$ cat config.mk
export PLATFORM = sky130hd
export DESIGN_NAME = int_sequencer
export DESIGN_NICKNAME = d
export VERILOG_FILES = /design/src/rtl/int_sequencer.sv
export SDC_FILE = /design/constraint.sdc
export NUM_CORES = 1
export LEC_CHECK = 0
export ABC_CLOCK_PERIOD_IN_PS = 1230
export CAP_MARGIN = 20
export CORE_MARGIN = 2
export CORE_UTILIZATION = 40
export DETAILED_ROUTE_END_ITERATION = 10
export MAX_ROUTING_LAYER = met4
export PLACE_DENSITY = 0.71
export SLEW_MARGIN = 20
export SYNTH_ARGS = -nofsm -noshare
export SYNTH_HDL_FRONTEND = slang
export SYNTH_SLANG_ARGS = --single-unit
$ cat constraint.sdc
create_clock -name i_clk -period 1.23 [get_ports i_clk]
set_input_delay 0.3075 -clock i_clk [delete_from_list [all_inputs] [get_ports i_clk]]
set_output_delay 0.3075 -clock i_clk [all_outputs]
set_load 0.03 [all_outputs]
$ cat src/rtl/int_sequencer.sv
// Interrupt sequencer: freezes fetch, drains the pipe, injects a CALL, then steers PC to the vector.
// Optional build macro: INT_SEQUENCER_PENDING_EN (one-deep pending request captured during HANDLER).
module int_sequencer #(
    parameter int unsigned DRAIN_CYCLES = 2,
    parameter logic [4:0]  CALL_OPCODE  = 5'b00101
) (
    input  logic       i_clk,
    input  logic       i_rst_n,
    input  logic       i_interrupt,
    input  logic       i_stall,
    input  logic       i_flush,
    input  logic       i_rti_retire,
    output logic       o_fetch_hold,
    output logic       o_inject,
    output logic [4:0] o_op_code,
    output logic       o_interrupt,
    output logic       o_vector_sel,
    output logic       o_busy
);

    typedef enum logic [2:0] {
        S_IDLE,
        S_DRAIN,
        S_INJECT,
        S_VECTOR,
        S_HANDLER
    } state_t;

    localparam logic [3:0] DRAIN_INIT = 4'(DRAIN_CYCLES);

    state_t     r_state;
    state_t     w_next_state;
    logic [3:0] r_count;
    logic [3:0] w_next_count;
    logic       r_int_prev;
    logic       r_armed;
    logic       w_edge;

    // r_armed stays low until the request line has been seen low after reset, so a level
    // held high across reset cannot masquerade as a fresh rising edge.
    assign w_edge = i_interrupt & ~r_int_prev & r_armed;

    // NOTE: sequential state uses non-blocking (<=) so every register samples pre-edge values.
    always_ff @(posedge i_clk) begin
        if (!i_rst_n) begin
            r_state    <= S_IDLE;
            r_count    <= 4'd0;
            r_int_prev <= 1'b0;
            r_armed    <= 1'b0;
        end else begin
            r_state    <= w_next_state;
            r_count    <= w_next_count;
            r_int_prev <= i_interrupt;
            r_armed    <= r_armed | ~i_interrupt;
        end
    end

`ifdef INT_SEQUENCER_PENDING_EN
    logic r_pending;
    logic w_next_pending;

    always_ff @(posedge i_clk) begin
        if (!i_rst_n) begin
            r_pending <= 1'b0;
        end else begin
            r_pending <= w_next_pending;
        end
    end
`endif

    // NOTE: every signal assigned here gets a default first, so no path can infer a latch.
    always_comb begin
        w_next_state = r_state;
        w_next_count = r_count;
`ifdef INT_SEQUENCER_PENDING_EN
        w_next_pending = r_pending;
`endif
        case (r_state)
            S_IDLE: begin
                if (w_edge) begin
                    w_next_state = S_DRAIN;
                    w_next_count = DRAIN_INIT;
                end
            end
            S_DRAIN: begin
                // A flush refills the pipe, so the drain window restarts from the top.
                if (i_flush) begin
                    w_next_count = DRAIN_INIT;
                end else if (!i_stall) begin
                    if (r_count == 4'd1) begin
                        w_next_state = S_INJECT;
                    end
                    w_next_count = r_count - 4'd1;
                end
            end
            S_INJECT: begin
                if (!i_stall) begin
                    w_next_state = S_VECTOR;
                end
            end
            S_VECTOR: begin
                if (!i_stall) begin
                    w_next_state = S_HANDLER;
                end
            end
            S_HANDLER: begin
`ifdef INT_SEQUENCER_PENDING_EN
                // An edge on the retire cycle still belongs to the handler and is taken here.
                if (i_rti_retire) begin
                    if (r_pending | w_edge) begin
                        w_next_state   = S_DRAIN;
                        w_next_count   = DRAIN_INIT;
                        w_next_pending = 1'b0;
                    end else begin
                        w_next_state = S_IDLE;
                    end
                end else if (w_edge) begin
                    w_next_pending = 1'b1;
                end
`else
                if (i_rti_retire) begin
                    w_next_state = S_IDLE;
                end
`endif
            end
            default: begin
                w_next_state = S_IDLE;
            end
        endcase
    end

    // Outputs decode the state register only; no input reaches an output combinationally.
    always_comb begin
        o_fetch_hold = 1'b0;
        o_inject     = 1'b0;
        o_op_code    = 5'd0;
        o_interrupt  = 1'b0;
        o_vector_sel = 1'b0;
        o_busy       = (r_state != S_IDLE);
        case (r_state)
            S_DRAIN: begin
                o_fetch_hold = 1'b1;
            end
            S_INJECT: begin
                o_fetch_hold = 1'b1;
                o_inject     = 1'b1;
                o_op_code    = CALL_OPCODE;
                o_interrupt  = 1'b1;
            end
            S_VECTOR: begin
                o_fetch_hold = 1'b1;
                o_vector_sel = 1'b1;
            end
            default: begin
            end
        endcase
    end

endmodule

Yosys cells after proc, flatten, opt, wreduce, memory -nomap -nowiden --
Index checks and enable logic that the tools add are counted.
Storage, ports and cells: bits in registers 9, bits of input ports 6, word-level logic and storage cells 45
Cells by class: add/sub/neg operators 1, equality and inequality tests 13, multiplexer cells 16, bitwise operators 5, reductions and logical operators 6
Operators with widths (count):
- 3-bit two-way mux | 8
- 3-bit case mux with 5 select lines | 1
- 2-bit != test (second input constant) | 7
- 4-bit two-way mux | 3
- 4-bit case mux with 2 select lines | 1
- 7-bit AND reduction | 1
- 3-bit by 2-bit == test with 1-bit output (second input constant) | 2
- 4-bit by 1-bit == test with 1-bit output (second input constant) | 1
- 4-bit by 1-bit subtractor with 4-bit output (second input constant) | 1
- 3-bit by 1-bit == test with 1-bit output (second input constant) | 1
- 3-bit == test (second input constant) | 1
- 3-bit logical NOT | 1
- 1-bit two-way mux | 3
- 3-bit != test (second input constant) | 1
- 3-bit AND reduction | 1
- 3-bit nonzero test | 1
- 3-bit OR reduction | 1
- 1-bit AND | 2
- 1-bit NOT | 2
- 2-bit nonzero test | 1
- 1-bit bitwise OR | 1

Longest topological paths before layout --
Gate-level depths: netlist of the first run.
word-level depth 5, gate-level depth with buffers 5

Worst setup path after synthesis of the first run --
Ideal clock, no wire load.
path kind flip-flop to output port, start point register r_state[2], end point output o_interrupt, data arrival time 1.305 ns, required time 0.923 ns, setup slack -0.382 ns, cell stages (with the launch flop) 4, buffers on the path 1, cells stage by stage dfxtp_1 nand2b_1 nor2_1 buf_4
Between the ends: word-level cells in the longest chain between the ends 2
Ends and longest elaborated chain:
- start, declared | RTL line 31 | state_t r_state;
- start signal, assigned | RTL line 51 | r_state <= w_next_state;
- 3-bit by 2-bit == test with 1-bit output
- 1-bit two-way mux
- end, declared | RTL line 16 | output logic o_interrupt,
Every way passes these cells.

Final worst setup path of the first run --
start point register r_state[2], end point output o_op_code[0]
Between the ends: word-level cells in the longest chain between the ends 2
Ends and longest elaborated chain:
- 3-bit by 2-bit == test with 1-bit output | RTL line 140 | case (r_state)
- 3-bit two-way mux | RTL line 140
- end, declared | RTL line 15 | output logic [4:0] o_op_code,
Every way passes these cells.

==> results.py, run 1 <==
metrics = {
    "timing": {
        "post-route-period-util_pct": 118.4,
        "fmax_mhz": 686.4,
        "finalSetupTns_ns": -1.869,
        "fin_worst_skew_ns": 0.002969,
        "setup_viol": 12,
        "drv_slew": 0,
        "fin_ws_ns": -0.2268,
        "final_hold_viol_count": 0,
        "rsz0062_at_grt": "yes",
        "layout_min_cycle_time_ns": 1.457,
    },
    "detailed_routing": {
        "wl_per_cell_um": 12.46,
        "drc_errors": 0,
        "drt_iter0_markers": 10,
        "via_per_inst": 4.945,
        "firstDrtPassIters": 4,
        "drtAntennaViolNets": 0,
        "dr_total_vias": 539,
        "wirelength_um": 1358,
    },
    "floorplanning": {
        "dieArea_um2": 1741,
        "core-area_um2": 1318,
        "start_util_pct": 43.21,
        "rows": 13,
        "die_y_um": 41.73,
        "ioPinCount": 16,
        "die_x_um": 41.73,
    },
    "placement": {
        "globalplace.congestion": 0.7906,
        "dp_hpwl_um": 967.9,
        "portBuffers": 12,
        "dpl_cell_area_um2": 765.7,
        "dp.cells": 102,
    },
    "setup_path": {
        "r2r_start": "r_state[2]",
        "ff2ff_setup_slack_ns": -0.13,
        "critPathLaunch": "r_state[2]",
        "crit_path_end": "o_op_code[0]",
        "end_kind": "output pin",
        "arrival_ns": 1.15,
        "reg2reg_depth": 6,
        "cp_data_required_time_ns": 0.92,
        "crit_type": "reg -> out",
        "crit_path_max_fanout": 4,
        "timing.rr.end": "r_count[3]",
        "startpoint_type": "flip-flop",
    },
    "layout": {
        "n_fill_cell": 116,
        "multi_input_area_um2": 361.6,
        "drive_gt1_share_pct": 47.87,
        "final_common_cell": "buf_4",
        "layout_common_cells": "buf_4, buf_6, inv_1",
        "fin_nets": 103,
        "layoutNonFillerInstCount": 109,
        "final_cell_area_um2": 879.6,
        "regArea_um2": 185.2,
        "syn_to_final_growth_pct": 54.51,
        "diodes": 0,
    },
    "clock_tree": {
        "clk_pin_slew_worst_paths_ns": 0.07,
        "clock-sinks": 9,
        "numCtsBuffers": 3,
        "clock-root-buffer": "clkbuf_4",
        "holdBufCountCts": 0,
        "cts_tree": "yes",
        "clk-insertion-delay-late_ns": 0.26,
        "clk_path_buf_depth": 2,
        "htree_levels": 1,
    },
    "power_and_ir_drop": {
        "ir_drop_v": 0.0005527,
        "total_power_w": 0.0007134,
        "leakagePower_nw": 0.3825,
        "powerDensity_nw_per_um2": 811.1,
    },
    "synth": {
        "synth_seq_cells": 9,
        "avgSynthCellArea_um2": 8.497,
        "synth-seq-area-share_pct": 31.65,
        "syn_inst": 67,
        "synth_cell_types": 31,
        "syn-cell-area_um2": 569.3,
        "ys_warn_count": 0,
    },
    "global_routing": {
        "grt_start_max_net_pins": 9,
        "gr-total-overflow": 0,
        "grt_pass1_wl_um": 2532,
        "grt_antenna_before_repair": 0,
        "grt_pass1_vias": 546,
        "grt_usage_pct": 19.52,
    },
    "min_path": {
        "hold_path_class": "reg -> reg",
    },
    "flow_run": {
        "drv_cap": 0,
    },
    "run_status": {
        "violations": "setup timing",
        "status": "complete, but fails checks",
    },
}
-- worst min path at each step --
stage,from,end,cells after the start
after floorplan,i_interrupt,r_armed,1
after global placement,r_armed,r_armed,2
after detailed placement,r_armed,r_armed,2
after CTS,r_armed,r_armed,2
after global routing,r_armed,r_armed,2
final,r_armed,r_armed,2
-- repair_timing --
item / in CTS / in global routing
pin swaps: 8 / 3
buffers inserted: 3 / 0
gates resized for setup: 22 / 3
endpoints found under the setup margin: 13 / 13
-- state kept, by name (all words and copies together) (netlist names) --
register    count
r_state         3
r_int_prev      1
r_count         4
r_armed         1
-- where the power goes --
| group | internal [W] | switching (W) |
|---|---|---|
| clock | 0.000125 | 0.000111 |
| sequential | 0.000304 | 0.00000754 |
| combinational | 0.0000813 | 0.0000846 |
-- cell families after synthesis --
group | Yosys count | share of synthesized area (%)
and+or+nand+nor | 25 | 27.69
buffers and inverters | 15 | 15.38
AOI/OAI and AO/OA | 14 | 18.46
DFF | 9 | 31.65
adders and majority gates | 2 | 4.395
muxes | 1 | 1.758
other | 1 | 0.6587
-- layer usage --
layer	GRT usage (%)	routed length, µm	up-vias	part of all wire, %
met5	-	0	-	0
met4	11.61	16	0	1.2
met3	2.609	42	2	3.1
met2	29.38	665	15	49
met1	24.67	633	249	47
li1	-	-	273	-
-- cell type report --
class	instances	share of cell area [%]
clock buffers	4	2.987
inverters	7	2.987
multi-input cells	45	41.11
flip-flops and latches	9	21.05
well taps	15	2.134
repair buffers	29	29.73
-- cell usage after synthesis, drive strengths merged --
library cell  instances  area share, %
a21oi                 4            4.2
ha                    2            4.4
nor4b                 3            8.4
nor3                  1           0.88
nand2b                3            3.3
nand2                 5            3.3
and2                  1            1.1
o22ai                 1            1.1
inv                   7            4.6
and3b                 1            1.5
or3b                  1            1.5
nor2                  8            5.3
o21ai                 1           0.88
a311oi                1            1.5
buf                   8             11
a31oi                 1            1.1
o21a                  2            2.6
or3                   1            1.1
dfxtp                 9             32
a21o                  1            1.5
a211oi                2            3.5
nor3b                 1            1.3
o221a                 1            2.0
mux2i                 1            1.8
conb                  1           0.66
-- worst max-delay path, stage by stage, from the launching register on --
cell and delay (ns):
dfxtp_2 0.32, buf_6 0.11, nand2b_4 0.15, nor2_4 0.15
buf_6 0.15
-- stage by stage --
step | worst slack, ns | util, % | hold WS [ns]
after floorplan | -0.01714 | - | 0.3993
after global placement | -0.3887 | 58.12 | 0.4298
after detailed placement | -0.4209 | 58.12 | 0.4356
after CTS | -0.2344 | 65.72 | 0.4457
after global routing | -0.2873 | 66.76 | 0.4813
final | -0.2268 | 66.76 | 0.4407
No activity file was read; power rests on OpenSTA's default activity.
==> run 2: changes to the inputs <==
ABC_CLOCK_PERIOD_IN_PS = 1700   (was 1230)
CORE_AREA = 2 2 39 41   (was unset)
CORE_MARGIN = unset   (was 2)
CORE_UTILIZATION = unset   (was 40)
DIE_AREA = 0 0 41 43   (was unset)
PLACE_DENSITY = 0.73   (was 0.71)
clock period = 1.7 ns   (was 1.23 ns; I/O delays follow)
==> results.py, run 2 (synthesis gave the netlist of run 1 again) <==
metrics = {
    "setup_path": {
        "crit_path_max_fanout": 6,
        "crit_type": "reg -> out",
        "startpoint_type": "flip-flop",
        "slowest_delay_ns": 0.32,
        "critPathTopFamily": "flip-flops",
        "arrival_ns": 1.21,
        "crit_chain": "buf_4 -> nand2b_4 -> nor2_4 -> buf_6",
        "path_buf_inv": 2,
        "crit_slowest_cell": "dfxtp_1",
        "cp_data_required_time_ns": 1.27,
        "end_kind": "output pin",
    },
    "placement": {
        "dp_hpwl_um": 1017,
        "dp.cells": 97,
        "portBuffers": 12,
        "globalplace.congestion": 0.7443,
        "dp_worst_setup_slack_ns": -0.1271,
    },
    "layout": {
        "largest_reg_flops": 4,
        "top_regs": "r_count x4, r_state x3",
        "final_common_cell": "buf_4",
        "final_core_util_pct": 54.34,
        "multi_input_area_um2": 324.1,
        "fin_nets": 94,
        "layoutNonFillerInstCount": 101,
        "drive_gt1_share_pct": 30.59,
        "n_fill_cell": 131,
        "regMostFlops": "r_count",
        "regArea_um2": 180.2,
        "diodes": 0,
        "layout_common_cells": "buf_4, dfxtp_1, inv_1, nor2_1",
        "syn_to_final_growth_pct": 32.09,
    },
    "global_routing": {
        "grt_antenna_before_repair": 0,
        "use_met3_pct": 6.283,
        "busiest_layer": "met2",
        "gr-total-overflow": 0,
        "met1_usage_pct": 17.59,
        "use_met2_pct": 31.87,
        "grt_pass1_vias": 506,
        "grt_pass1_wl_um": 2132,
        "grt_usage_pct": 18.90,
        "grt_start_max_net_pins": 10,
    },
    "floorplanning": {
        "start_util_pct": 41.14,
        "ioPinCount": 16,
        "dieArea_um2": 1763,
        "rows": 14,
        "die_x_um": 41,
        "die_y_um": 43,
        "core-area_um2": 1384,
    },
    "timing": {
        "fmax_mhz": 609.9,
        "fin_worst_skew_ns": 0.007524,
        "final_hold_viol_count": 0,
        "rsz0062_at_grt": "no",
        "layout_min_cycle_time_ns": 1.640,
        "drv_slew": 0,
        "fin_ws_ns": 0.06029,
        "setup_viol": 0,
        "post-route-period-util_pct": 96.45,
    },
    "min_path": {
        "hold_path_class": "reg -> reg",
    },
    "power_and_ir_drop": {
        "ir_drop_v": 0.0002935,
        "total_power_w": 0.0004922,
        "powerDensity_nw_per_um2": 654.5,
        "leakagePower_nw": 0.3247,
    },
    "run_status": {
        "status": "complete, no violations",
    },
    "clock_tree": {
        "htree_levels": 1,
        "clock-root-buffer": "clkbuf_4",
        "cts_tree": "yes",
        "clk-insertion-delay-late_ns": 0.27,
        "clk_path_buf_depth": 2,
        "numCtsBuffers": 3,
        "clk_pin_slew_worst_paths_ns": 0.06,
        "clock-sinks": 9,
    },
    "detailed_routing": {
        "wirelength_um": 1272,
        "drc_errors": 0,
        "firstDrtPassIters": 4,
        "wl_per_cell_um": 12.59,
        "dr_total_vias": 525,
        "via_per_inst": 5.198,
        "drtAntennaViolNets": 0,
        "drt_iter0_markers": 15,
    },
    "flow_run": {
        "drv_cap": 0,
    },
}
run 2: routing by layer:
| metal | vias to the layer above | share of wire, % |
|---|---|---|
| li1 | 255 | - |
| met1 | 246 | 37 |
| met2 | 19 | 55 |
| met3 | 5 | 4.6 |
| met4 | 0 | 3.4 |
| met5 | - | 0 |
run 2: final cells by class:
cell class | count | area share, %
clock buffers | 4 | 3.494
inverters | 7 | 3.494
multi-input cells | 45 | 43.09
flip-flops and latches | 9 | 23.96
well taps | 16 | 2.662
repair buffers | 20 | 23.29
run 2: worst paths after layout:
kind / start / end / slack, ns / cells after the start
hold / removal: r_armed / r_armed / 0.45 / 2
setup reg to reg: r_count[0] / r_state[1] / 0.33 / 4
hold reg to reg: r_armed / r_armed / 0.45 / 2
setup / recovery: r_state[2] / o_op_code[0] / 0.06 / 4
run 2: timing repair:
action	4_1_cts	5_1_grt
endpoints found under the setup margin	5	3
pin swaps	1	1
resized for setup	8	4
hold buffers	0	0
setup buffers	0	0
run 2: stage by stage:
step	setup TNS, ns	instance area, µm²	hold WS, ns
6_report	0	752.0	0.4499
5_1_grt	0	752.0	0.4760
4_1_cts	0	750.7	0.4502
3_5_place_dp	-0.1602	703.2	0.4411
3_3_place_gp	-0.03576	703.2	0.4330
2_1_floorplan	0	579.3	0.4257
run 2: worst min-delay path: cells and delay by family, from the launching register on:
kind / cells / cell delay, ns
AO/OA/AOI/OAI: 1 / 0.05
buffers and inverters: 1 / 0.04
flip-flops: 1 / 0.31
run 2: where the power goes:
part	total, W	internal, W	switching (W)
Sequential	0.000225	0.000219	0.00000561
Clock	0.000171	0.0000907	0.0000803
Combinational	0.0000964	0.0000433	0.0000531
Total	0.000492	0.000353	0.000139
